## src/rtl/buttons_pkg.sv

```systemverilog
// Shared types and constants for the two-button up/down counter.
// Latency: n/a (types and constants only).
// Backpressure: n/a.
package buttons_pkg;

    localparam int VALUE_W = 8;

    typedef enum logic [1:0] {
        IDLE,
        PRESS_WAIT,
        PRESSED,
        RELEASE_WAIT
    } db_state_t;

endpackage

```

## src/rtl/buttons_debounce.sv

```systemverilog
// Per-button 2-flop synchronizer + debounce FSM; optional auto-repeat under BUTTONS_AUTOREPEAT_EN.
// Latency: press pulse 2 + DEBOUNCE_CYCLES + 1 cycles after a clean rising edge on sw.
// Backpressure: none; press is a one-cycle pulse that is never held or queued.
module debounce
    import buttons_pkg::*;
#(
    parameter int DEBOUNCE_CYCLES = 12000,
    parameter int REPEAT_DELAY    = 6000000,
    parameter int REPEAT_PERIOD   = 1200000
) (
    input  logic clk,
    input  logic rst,
    input  logic sw,
    output logic press
);

    localparam int CNT_W = $clog2(DEBOUNCE_CYCLES + 1);
    localparam logic [CNT_W-1:0] CNT_LAST = CNT_W'(DEBOUNCE_CYCLES - 1);

    // Zero or negative timing parameters would make the terminal counts meaningless.
    if (DEBOUNCE_CYCLES < 1 || REPEAT_DELAY < 1 || REPEAT_PERIOD < 1) begin : g_param_err
        $error("debounce: timing parameters must be >= 1");
    end

    logic              sync_q1;
    logic              sw_s;
    db_state_t         state;
    logic [CNT_W-1:0]  cnt;

`ifdef BUTTONS_AUTOREPEAT_EN
    localparam int RPT_MAX = (REPEAT_DELAY > REPEAT_PERIOD) ? REPEAT_DELAY : REPEAT_PERIOD;
    localparam int RPT_W   = $clog2(RPT_MAX + 1);
    localparam logic [RPT_W-1:0] DLY_LAST = RPT_W'(REPEAT_DELAY - 1);
    localparam logic [RPT_W-1:0] PER_LAST = RPT_W'(REPEAT_PERIOD - 1);

    logic [RPT_W-1:0]  rpt_cnt;
    logic              rpt_phase;   // 0: waiting for first repeat, 1: periodic repeats
`endif

    // Two-flop synchronizer for the asynchronous button input.
    always_ff @(posedge clk or posedge rst) begin
        if (rst) begin
            sync_q1 <= 1'b0;
            sw_s    <= 1'b0;
        end else begin
            sync_q1 <= sw;
            sw_s    <= sync_q1;
        end
    end

    // Debounce FSM: a level is accepted only after DEBOUNCE_CYCLES consecutive samples.
    always_ff @(posedge clk or posedge rst) begin
        if (rst) begin
            state <= IDLE;
            cnt   <= '0;
            press <= 1'b0;
`ifdef BUTTONS_AUTOREPEAT_EN
            rpt_cnt   <= '0;
            rpt_phase <= 1'b0;
`endif
        end else begin
            press <= 1'b0;
            case (state)
                IDLE: begin
                    if (sw_s) begin
                        state <= PRESS_WAIT;
                        cnt   <= '0;
                    end
                end
                PRESS_WAIT: begin
                    if (!sw_s) begin
                        state <= IDLE;
                    end else if (cnt == CNT_LAST) begin
                        state <= PRESSED;
                        press <= 1'b1;
`ifdef BUTTONS_AUTOREPEAT_EN
                        rpt_cnt   <= '0;
                        rpt_phase <= 1'b0;
`endif
                    end else begin
                        cnt <= cnt + 1'b1;
                    end
                end
                PRESSED: begin
                    if (!sw_s) begin
                        state <= RELEASE_WAIT;
                        cnt   <= '0;
                    end
`ifdef BUTTONS_AUTOREPEAT_EN
                    else if (rpt_cnt == (rpt_phase ? PER_LAST : DLY_LAST)) begin
                        press     <= 1'b1;
                        rpt_cnt   <= '0;
                        rpt_phase <= 1'b1;
                    end else begin
                        rpt_cnt <= rpt_cnt + 1'b1;
                    end
`endif
                end
                RELEASE_WAIT: begin
                    if (sw_s) begin
                        // Release bounce: back to held, repeat timing restarts from the full delay.
                        state <= PRESSED;
`ifdef BUTTONS_AUTOREPEAT_EN
                        rpt_cnt   <= '0;
                        rpt_phase <= 1'b0;
`endif
                    end else if (cnt == CNT_LAST) begin
                        state <= IDLE;
                    end else begin
                        cnt <= cnt + 1'b1;
                    end
                end
                default: state <= IDLE;
            endcase
        end
    end

endmodule

```

## src/rtl/buttons.sv

```systemverilog
// Two debounced buttons drive an 8-bit wrap-around up/down value shown on LED0..LED7.
// Latency: value changes one cycle after SW1_PRESS/SW2_PRESS; optional BUTTONS_AUTOREPEAT_EN adds hold-to-repeat.
// Backpressure: none; simultaneous up and down pulses cancel.
module buttons
    import buttons_pkg::*;
#(
    parameter int DEBOUNCE_CYCLES = 12000,
    parameter int REPEAT_DELAY    = 6000000,
    parameter int REPEAT_PERIOD   = 1200000
) (
    input  logic clk,
    input  logic rst,
    input  logic SW1,
    input  logic SW2,
    output logic LED0,
    output logic LED1,
    output logic LED2,
    output logic LED3,
    output logic LED4,
    output logic LED5,
    output logic LED6,
    output logic LED7,
    output logic SW1_PRESS,
    output logic SW2_PRESS
);

    logic [VALUE_W-1:0] value;

    debounce #(
        .DEBOUNCE_CYCLES (DEBOUNCE_CYCLES),
        .REPEAT_DELAY    (REPEAT_DELAY),
        .REPEAT_PERIOD   (REPEAT_PERIOD)
    ) u_sw1 (
        .clk   (clk),
        .rst   (rst),
        .sw    (SW1),
        .press (SW1_PRESS)
    );

    debounce #(
        .DEBOUNCE_CYCLES (DEBOUNCE_CYCLES),
        .REPEAT_DELAY    (REPEAT_DELAY),
        .REPEAT_PERIOD   (REPEAT_PERIOD)
    ) u_sw2 (
        .clk   (clk),
        .rst   (rst),
        .sw    (SW2),
        .press (SW2_PRESS)
    );

    // Up/down value register; natural 8-bit wrap, coincident pulses leave it unchanged.
    always_ff @(posedge clk or posedge rst) begin
        if (rst) begin
            value <= '0;
        end else if (SW1_PRESS && !SW2_PRESS) begin
            value <= value + VALUE_W'(1);
        end else if (SW2_PRESS && !SW1_PRESS) begin
            value <= value - VALUE_W'(1);
        end
    end

    assign LED0 = value[0];
    assign LED1 = value[1];
    assign LED2 = value[2];
    assign LED3 = value[3];
    assign LED4 = value[4];
    assign LED5 = value[5];
    assign LED6 = value[6];
    assign LED7 = value[7];

endmodule
```

## config.mk

```make
export PLATFORM = sky130hd
export DESIGN_NAME = buttons
export DESIGN_NICKNAME = d
export VERILOG_FILES = /design/src/rtl/buttons_pkg.sv /design/src/rtl/buttons_debounce.sv /design/src/rtl/buttons.sv
export SDC_FILE = /design/constraint.sdc
export NUM_CORES = 1
export LEC_CHECK = 0
export ABC_AREA = 1
export CAP_MARGIN = 20
export CORE_MARGIN = 1
export CORE_UTILIZATION = 40
export DETAILED_ROUTE_END_ITERATION = 16
export HOLD_SLACK_MARGIN = 0.02
export PLACE_DENSITY = 0.62
export SYNTH_ARGS = -nofsm -noshare
export SYNTH_HDL_FRONTEND = slang
export SYNTH_SLANG_ARGS = --single-unit
```

## constraint.sdc

```tcl
create_clock -name clk -period 1.8 [get_ports clk]
set_input_delay 0.45 -clock clk [delete_from_list [all_inputs] [get_ports clk]]
set_output_delay 0.45 -clock clk [all_outputs]
set_load 0.01 [all_outputs]
```

======== Word level (Yosys, flattened, before mapping) ========
Cells that the tools add are included.
Widths: inputs -> output; s select.
word-level totals
  register bits after elaboration ......... 46
  latch bits .............................. 0
  RAM bits ................................ 0
  memory bits (read-only) ................. 0
  input port bits ......................... 4
  output and inout port bits .............. 10
  word-level logic and storage cells ...... 80
  memories ................................ 0
cells by class
  add/subtract/negate cells ............... 4
  multipliers ............................. 0
  divide/modulo/power cells ............... 0
  $lt $le $gt $ge ......................... 0
  equal/unequal tests ..................... 20
  shift operators ......................... 0
  muxes and demuxes ....................... 34
  bitwise gates (word level) .............. 0
  reductions and logical operators ........ 11
operator list
  kind                   count
  $mux 14                10
  $pmux 14 s4            2
  $add 14x1->14 const B  2
  $eq 14x14->1 const B   2
  $mux 2                 12
  $mux 8                 2
  $pmux 2 s4             2
  $reduce_and 4->1       4
  $add 8x1->8 const B    1
  $eq 2x2->1 const B     4
  $ne 2x1->1 const B     4
  $ne 2x2->1 const B     4
  $sub 8x1->8 const B    1
  $mux 1                 6
  $ne 3x1->1 const B     2
  $ne 3x3->1 const B     2
  $eq 2x1->1 const B     2
  $logic_not 2->1        2
  $logic_and 1x1->1      2
  $logic_not 1->1        2
  $reduce_bool 2->1      1

======== Depth between registers and ports, before layout ========
Gate-level depths: netlist of run 1.
  depth in word-level cells ............... 4
  gate-level depth with buffers ........... 12
  gate-level depth less buffers ........... 12

======== Hierarchy ========
From an unflattened synthesis of run 1, not the netlist that was laid out.
unflattened totals
  cells, all modules ...................... 380
  area total of the unflattened synthesis .. 2926.6 um2
by module, submodules not included
  module    times used  cells each  area an instance (um2)  seq. area each (um2)
  debounce  2           146         1133.6                  475.5
  buttons   1           88          659.4                   200.2

======== Worst setup path after synthesis of run 1 ========
No wires, ideal clock.
  kind .................................... reg2reg
  start ................................... register u_sw1.press
  end ..................................... register value[7]
  arrival ................................. 1.700 ns
  data required time ...................... 1.684 ns
  setup slack ............................. -0.017 ns
  cell stages (with the launch flop) ...... 11
  path buffers ............................ 0
  clock period less this slack ............ 1.817 ns
  path through ............................ dfrtp_1 ha_1 inv_1 ha_1 or2_2 nand3_1 nand2_1 nand2_1 nand2_1 nand2_1 nand2_1
on the way
  cells in the longest elaborated chain, start to end .. 3
  elaborated cells on any way between the ends .. 5
  classes of those cells .................. 1 x mux; 4 x reduce/logical
RTL lines
  element                             RTL line                RTL
  start: declaration                  buttons_debounce.sv:14  output logic press
  start signal: assignment            buttons_debounce.sv:56  press <= 1'b0;
  start signal: assignment            buttons_debounce.sv:62  press <= 1'b0;
  start signal: assignment            buttons_debounce.sv:75  press <= 1'b1;
  $logic_not 1->1                     buttons.sv:57           end else if (SW2_PRESS && !SW1_PRESS) begin
  $logic_and 1x1->1                   buttons.sv:57
  $reduce_bool 2->1 (no source line)  -
  end signal: assignment              buttons.sv:56           value <= value + VALUE_W'(1);
  end signal: assignment              buttons.sv:58           value <= value - VALUE_W'(1);
  end: declaration                    buttons.sv:27           logic [VALUE_W-1:0] value;
Several ways; a longest one is shown, not always the timed one.
A chain may end at the register's enable or synchronous reset.

======== Worst setup path in the final report of run 1 ========
  start ................................... register value[1]
  end ..................................... output port LED1
RTL lines
  element           RTL line       RTL
  end: declaration  buttons.sv:16  output logic LED1,
No word-level cell between the ends.

==> impl_results.md, run 1 <==
* H-tree Lvls at 2
* Max Cap Viol at 0
* Final hold violations at 0
* Hold WC Path Type: reg -> reg
* Worst-margin pin slew at 0.4403 ns
* Synth-to-layout area growth at 18.47%
* Fin crit share at 96.77%
* Clock tree buffer depth at 2
* Master of the slowest instance on the critical path: clkdlybuf4s50_1
* Worst EP arrival at 1.29 ns
* Number of synthesized flops with an enable pin at 0
* TritonCTS Sinks at 46
* Worst-path maximum fanout at 4
* Pwr dens at 625.9 nW/um2
* Syn nets at roughly 390
* Post-synth ARST share at 100.0%
* Diode count at 0
* Max incr delay on CP at 0.56 ns
* Mapped Area at 2756 um2
* Core Area at around 6500 um2
* DRC at 0
* Filler cells at 627
* Initial core utilization at 42.44%
* Avg WL per Cell at 11.33 um
* Worst Setup Start Kind: register
* Die ar. at 7227 um2
* Vias per cell at 4.973
* Synthesized instance count at approximately 380
* Remaining antenna violation count at 0
* Largest net degree at the start of global routing at between 40 and 50
* Port buffer count at 13
* DRT Pass-1 Iters at 4
* 1st-iter DRT viols at 89
* Critical path type: reg -> out
* Biggest regs: u_sw1.cnt: 14 flops, u_sw2.cnt: 14 flops, value: 8 flops
* Final Power at 2.044 mW
* Routed WL at 5508 um
* Yosys warns at 0
* Clock root buffer master: clkbuf_8
* Ys flop type: dfrtp_1
* Fmax at 574.1 MHz
* Num CTS Buffers at 5
* Final setup viols at 0
* DP HPWL at 3938 um
* CP Buf/Inv Count at 1
* Finished Cell Area at around 3300 um2
* P_leak at 1.583 nW
* Share of layout cells above drive strength 1 at 12.22%
* Run status: completed
* Relative slew slack at 70.42%
* Row cnt at 29
* Worst-path cell chain: clkdlybuf4s50_1
* Area leader, netlist: dfrtp_1
* Post-synthesis sequential area ratio at 41.76%
* Via count at roughly 2,400
* Area post-placement at 3064 um2
* First-pass GRT wire length at ~9700 um
* Layout Utilization at 50.28%
* R2R Setup Slk at 0.08 ns
* Die height at 85.01 um
* CTS tree: built
* Worst Skew at 0.008244 ns
* Cell variety after synth at 28
* Yosys top cell area share at 41.76%
* Slew Limit Fails at 0
* Fin Hold WS at 0.3521 ns
* Die W at 85.01 um
* Global route total overflow at 0
* Hold-fix buffers, CTS at 0
* Nets at 422
* Top post-synthesis cells by area: dfrtp_1 (42%), nand2_1 (17%), nand3_1 (9.8%)
* IO Pins at 14
* Critical path capture point type: primary output
* Yosys reg bits at 46
* Clock transition at the registers of the reported paths at 0.09 ns
* Worst Path Required at ~1.4 ns
* Global-route usage over all layers at 16.37%
* Worst VDD drop at 313.8 uV
* Critical path's top delay family: buffers and inverters
* Synthesized area per cell at around 7.3 um2
* Clock latency on the worst-skew pair at 0.30 ns
* Initial antenna violation count at 0
* Tmin final at 1.742 ns
* RD Place Congestion at 0.8080
* RSZ-0062 raised after global routing: yes
* Vias in the first global route at 2,179
==> power by group <==
part	switching (mW)	internal [mW]
Combinational	0.116	0.0717
Sequential	0.0278	1.07
Clock	0.352	0.409
==> final timing paths <==
check | from | endpoint | cells after the start
worst max-delay path | value[1]$_DFFE_PP0P_ | LED1 | 1
worst min-delay path | u_sw2.sync_q1$_DFF_PP0_ | u_sw2.sw_s$_DFF_PP0_ | 0
worst max register to register | u_sw1.press$_DFF_PP0_ | value[4]$_DFFE_PP0P_ | 8
worst min register to register | u_sw2.sync_q1$_DFF_PP0_ | u_sw2.sw_s$_DFF_PP0_ | 0
max in group asynchronous | rst | value[0]$_DFFE_PP0P_ | 3
min in group asynchronous | rst | value[6]$_DFFE_PP0P_ | 3
==> final cells by class <==
cell class / count / area [um2] / share of cell area [%]
Clock buffer: 5 / 68.82 / 2.107
Clock inverter: 3 / 40.04 / 1.226
Inverter: 38 / 147.6 / 4.521
Multi-Input combinational cell: 286 / 1483 / 45.40
Sequential cell: 46 / 1152 / 35.29
Tap cell: 77 / 96.34 / 2.950
Timing Repair Buffer: 31 / 277.8 / 8.506
==> routing by layer <==
layer / up-vias / global-route usage (%) / part of all wire [%]
met5: - / 0 / 0
met3: 6 / 3.307 / 2.7
met1: 1105 / 22.33 / 52
met2: 34 / 26.47 / 45
li1: 1272 / - / -
met4: 0 / 4.622 / 1.1
==> synth_stat cells, types with 2 or more instances <==
| master | count |
|---|---|
| buf_2 | 2 |
| ha_1 | 9 |
| nand2_1 | 126 |
| xnor2_1 | 4 |
| nor3_1 | 7 |
| nand3_1 | 54 |
| nand4_1 | 10 |
| nor2_1 | 35 |
| or2_2 | 4 |
| inv_1 | 38 |
| dfrtp_1 | 46 |
| buf_6 | 3 |
| o21ai_1 | 3 |
| xor2_1 | 9 |
| clkbuf_1 | 2 |
| o21ai_0 | 11 |
| a21oi_1 | 3 |
==> timing repair <==
item	4_1_cts	5_1_grt
setup buffers	1	1
setup endpoints to repair	3	7
gates resized for setup	2	14
hold endpoints to repair	0	0
pin swaps	0	3
==> stage by stage <==
step / std cells / worst slack (ns) / TNS [ns]
after floorplan: 377 / 0.03680 / 0
after global placement: 476 / 0.04306 / 0
after detailed placement: 476 / -0.01235 / -0.02403
after CTS: 485 / -0.008214 / -0.008214
after global routing: 486 / -0.009328 / -0.01437
final: 486 / 0.05811 / 0
==> cell usage in the layout (no fill, tap or decap), types with 4 or more instances in the layout <==
cell type / instances
nand2_1: 125
nand3_1: 53
dfrtp_1: 45
inv_1: 35
nor2_1: 34
buf_4: 17
clkdlybuf4s50_1: 13
o21ai_0: 11
nand4_1: 10
xor2_1: 9
nor3_1: 7
clkbuf_8: 5
or2_2: 4
xnor2_1: 4
ha_4: 4
==> worst reg2reg max path: cells and delay by family, from the launching register on <==
kind	cells	cell delay, ns
fa+ha+maj	2	0.50
buf+inv	1	0.10
flops	1	0.42
simple gates	5	0.59
==> cells by family after synthesis <==
| kind of cell | count (synthesis) | share of synthesized area, % |
|---|---|---|
| xor+xnor | 13 | 4.131 |
| fa+ha+maj | 10 | 4.812 |
| flops | 46 | 41.76 |
| compound gates | 21 | 4.221 |
| simple gates | 242 | 38.04 |
| buf+inv | 45 | 7.036 |
Note: power is estimated with default switching activity, not from simulation.
==> run 2: changes to the inputs <==
Settings changed: CTS_CLUSTER_DIAMETER from default to 100.
==> results of run 2 <==
The final DEF is identical to that of run 1; final timing and power are the same.
==> run 3: changes to the inputs <==
Settings changed: PLACE_DENSITY 0.62 to 0.6.
Clock period 1.8 ns to 2.11 ns, I/O delays scaled along.
==> impl_results.md, run 3 (same netlist as run 1, synthesis figures left out) <==
* Initial antenna violation count at 0 (unchanged)
* P_leak at 1.525 nW (-3.7%)
* Fin crit share at 92.14%
* Global-route usage over all layers at 16.38% (about the same)
* Max Cap Viol at 0 (unchanged)
* Critical path type: reg -> reg
* Final setup viols at 0 (unchanged)
* Remaining antenna violation count at 0 (unchanged)
* Slew Limit Fails at 0 (unchanged)
* Initial core utilization at 42.44% (unchanged)
* Worst EP arrival at 2.18 ns (+0.89 ns)
* Relative slew slack at 52.14% (-18 points)
* H-tree Lvls at 2 (unchanged)
* Num CTS Buffers at 5 (unchanged)
* IO Pins at 14 (unchanged)
* Worst Path Required at 2.35 ns (+1.00 ns)
* Hold endpoint: u_sw2.sw_s$_DFF_PP0_
* Vias in the first global route at 2,132 (-2.2%)
* Final hold violations at 0 (unchanged)
* Worst-path maximum fanout at 11 (+7)
* Worst setup margin at 0.1658 ns (+0.1077 ns)
* Die ar. at 7227 um2 (unchanged)
* Clock root buffer master: clkbuf_8
* Clock transition at the registers of the reported paths at 0.08 ns (about the same)
* Worst Skew at 0.01289 ns (+0.004648 ns)
* Row cnt at 29 (unchanged)
* R2r endpoint: u_sw2.cnt[6]$_DFFE_PP0P_
* Largest net degree at the start of global routing at 47 (unchanged)
* Diode count at 0 (unchanged)
* DP HPWL at 3811 um (-3.2%)
* Run status: completed
* TritonCTS Sinks at 46 (unchanged)
* R2R Setup Slk at 0.17 ns (+0.09 ns)
* Port buffer count at 13 (unchanged)
* Die W at 85.01 um (unchanged)
* Pwr dens at 564.7 nW/um2 (-9.8%)
* First-pass GRT wire length at 9542 um (-1.1%)
* Reg2Reg Depth at 8 (unchanged)
* Vias per cell at 4.888 (-1.7%)
* Worst Setup Start Kind: register
* Clock latency on the worst-skew pair at 0.30 ns (about the same)
* DRT Pass-1 Iters at 4 (unchanged)
* CTS tree: built
* Fmax at between 500 and 600 MHz
* Worst r2r src: u_sw2.cnt[0]$_DFFE_PP0P_
* Share of layout cells above drive strength 1 at 6.061% (-6.2 points)
* Hold Path Depth at 0 (unchanged)
* Hold WC Path Type: reg -> reg
* Global route total overflow at 0 (unchanged)
* Commonest non-fill, non-tap cell in the layout: nand2_1
* Setup tns final at 0 ns (unchanged)
* Biggest regs: u_sw1.cnt: 14 flops, u_sw2.cnt: 14 flops, value: 8 flops
* Routed WL at 5268 um (-4.4%)
* DRC at 0 (unchanged)
* RD Place Congestion at 0.8134 (+0.67%)
* Nets at 410 (-2.8%)
* Most frequent cells in the layout: nand2_1 (126), nand3_1 (54), dfrtp_1 (46), inv_1 (36), nor2_1 (35)
* Critical path capture point type: register
* Core Area at 6495 um2 (unchanged)
* Avg WL per Cell at 11.14 um (-1.7%)
* Post-CTS setup buffer count at 0 (-1)
* Tmin final at 1.944 ns
* Filler cells at 632 (+0.80%)
* Clock tree buffer depth at 2 (unchanged)
* 1st-iter DRT viols at 130 (+46%)
* Synth-to-layout area growth at 12.98%
* RSZ-0062 raised after global routing: no
* Worst VDD drop at 292.2 uV (-6.9%)
* Setup WS pre-CTS at 0.1165 ns (+0.1288 ns)
* Via count at 2,312 (-4.3%)
* Die height at 85.01 um (unchanged)
* Worst-margin pin slew at 0.7153 ns (+0.2751 ns)
* Min-delay src: u_sw2.sync_q1$_DFF_PP0_
-- run 3: changes by cell type in the layout (fill, tap and decap cells not counted), sizes merged --
cell | before | now
clkbuf | 5 | 6
clkinv | 2 | 0
buf | 18 | 6
-- run 3: stage by stage --
stage / cells / total power, mW / util (%) / cell area [um2] / hold WS, ns
final: 473 / 1.759 / 47.95 / 3114 / 0.3532
after global routing: 473 / 1.845 / 47.95 / 3114 / 0.3588
after CTS: 473 / 1.786 / 47.95 / 3114 / 0.3555
after detailed placement: 466 / 1.106 / 46.21 / 3002 / 0.3363
after global placement: 466 / 1.103 / 46.21 / 3002 / 0.3348
after floorplan: 377 / 1.058 / - / 2756 / 0.3312
-- run 3: worst max path at each step --
stage / start / endpoint / slack, ns / cells past startpoint
after global placement: u_sw1.press$_DFF_PP0_ / value[3]$_DFFE_PP0P_ / 0.17 / 7
after detailed placement: u_sw1.press$_DFF_PP0_ / value[3]$_DFFE_PP0P_ / 0.12 / 7
after CTS: u_sw1.press$_DFF_PP0_ / value[3]$_DFFE_PP0P_ / 0.09 / 7
after floorplan: u_sw1.press$_DFF_PP0_ / value[7]$_DFFE_PP0P_ / 0.29 / 10
after global routing: u_sw2.cnt[0]$_DFFE_PP0P_ / u_sw2.cnt[9]$_DFFE_PP0P_ / 0.006 / 8
final: u_sw2.cnt[0]$_DFFE_PP0P_ / u_sw2.cnt[6]$_DFFE_PP0P_ / 0.17 / 8
-- run 3: metal layers --
metal,GRT usage [%],vias up,part of all wire [%]
met5,0,-,0
met4,6.471,0,1.4
met3,2.724,8,3.2
met2,25.88,35,43
met1,22.47,1020,52
li1,-,1249,-
-- run 3: power breakdown --
part	switching [mW]	leakage, nW	total (mW)	internal [mW]
clock network	0.295	0.0573	0.674	0.379
registers	0.0297	0.624	0.941	0.911
logic	0.0912	0.844	0.144	0.0527
-- run 3: area by class of cell --
type | count | area, um2 | area share [%]
Tap cell | 77 | 96.34 | 3.094
Timing Repair Buffer | 19 | 200.2 | 6.428
Clock inverter | 1 | 30.03 | 0.9642
Inverter | 38 | 142.6 | 4.580
Clock buffer | 6 | 82.58 | 2.652
Multi-Input combinational cell | 286 | 1411 | 45.32
Sequential cell | 46 | 1151 | 36.96
-- run 3: worst max-delay path, stage by stage (launching register included) --
cell     delay (ns)
dfrtp_1        0.41
ha_1           0.22
nand2_1        0.16
nor2_4         0.05
nand2_1        0.12
nor2_1         0.08
nor2_1         0.55
o21ai_0        0.19
nand2_1        0.10
-- run 3: timing repair --
item	in CTS	in global routing
resized for setup	0	1
hold buffers	0	0
setup endpoints to repair	0	1
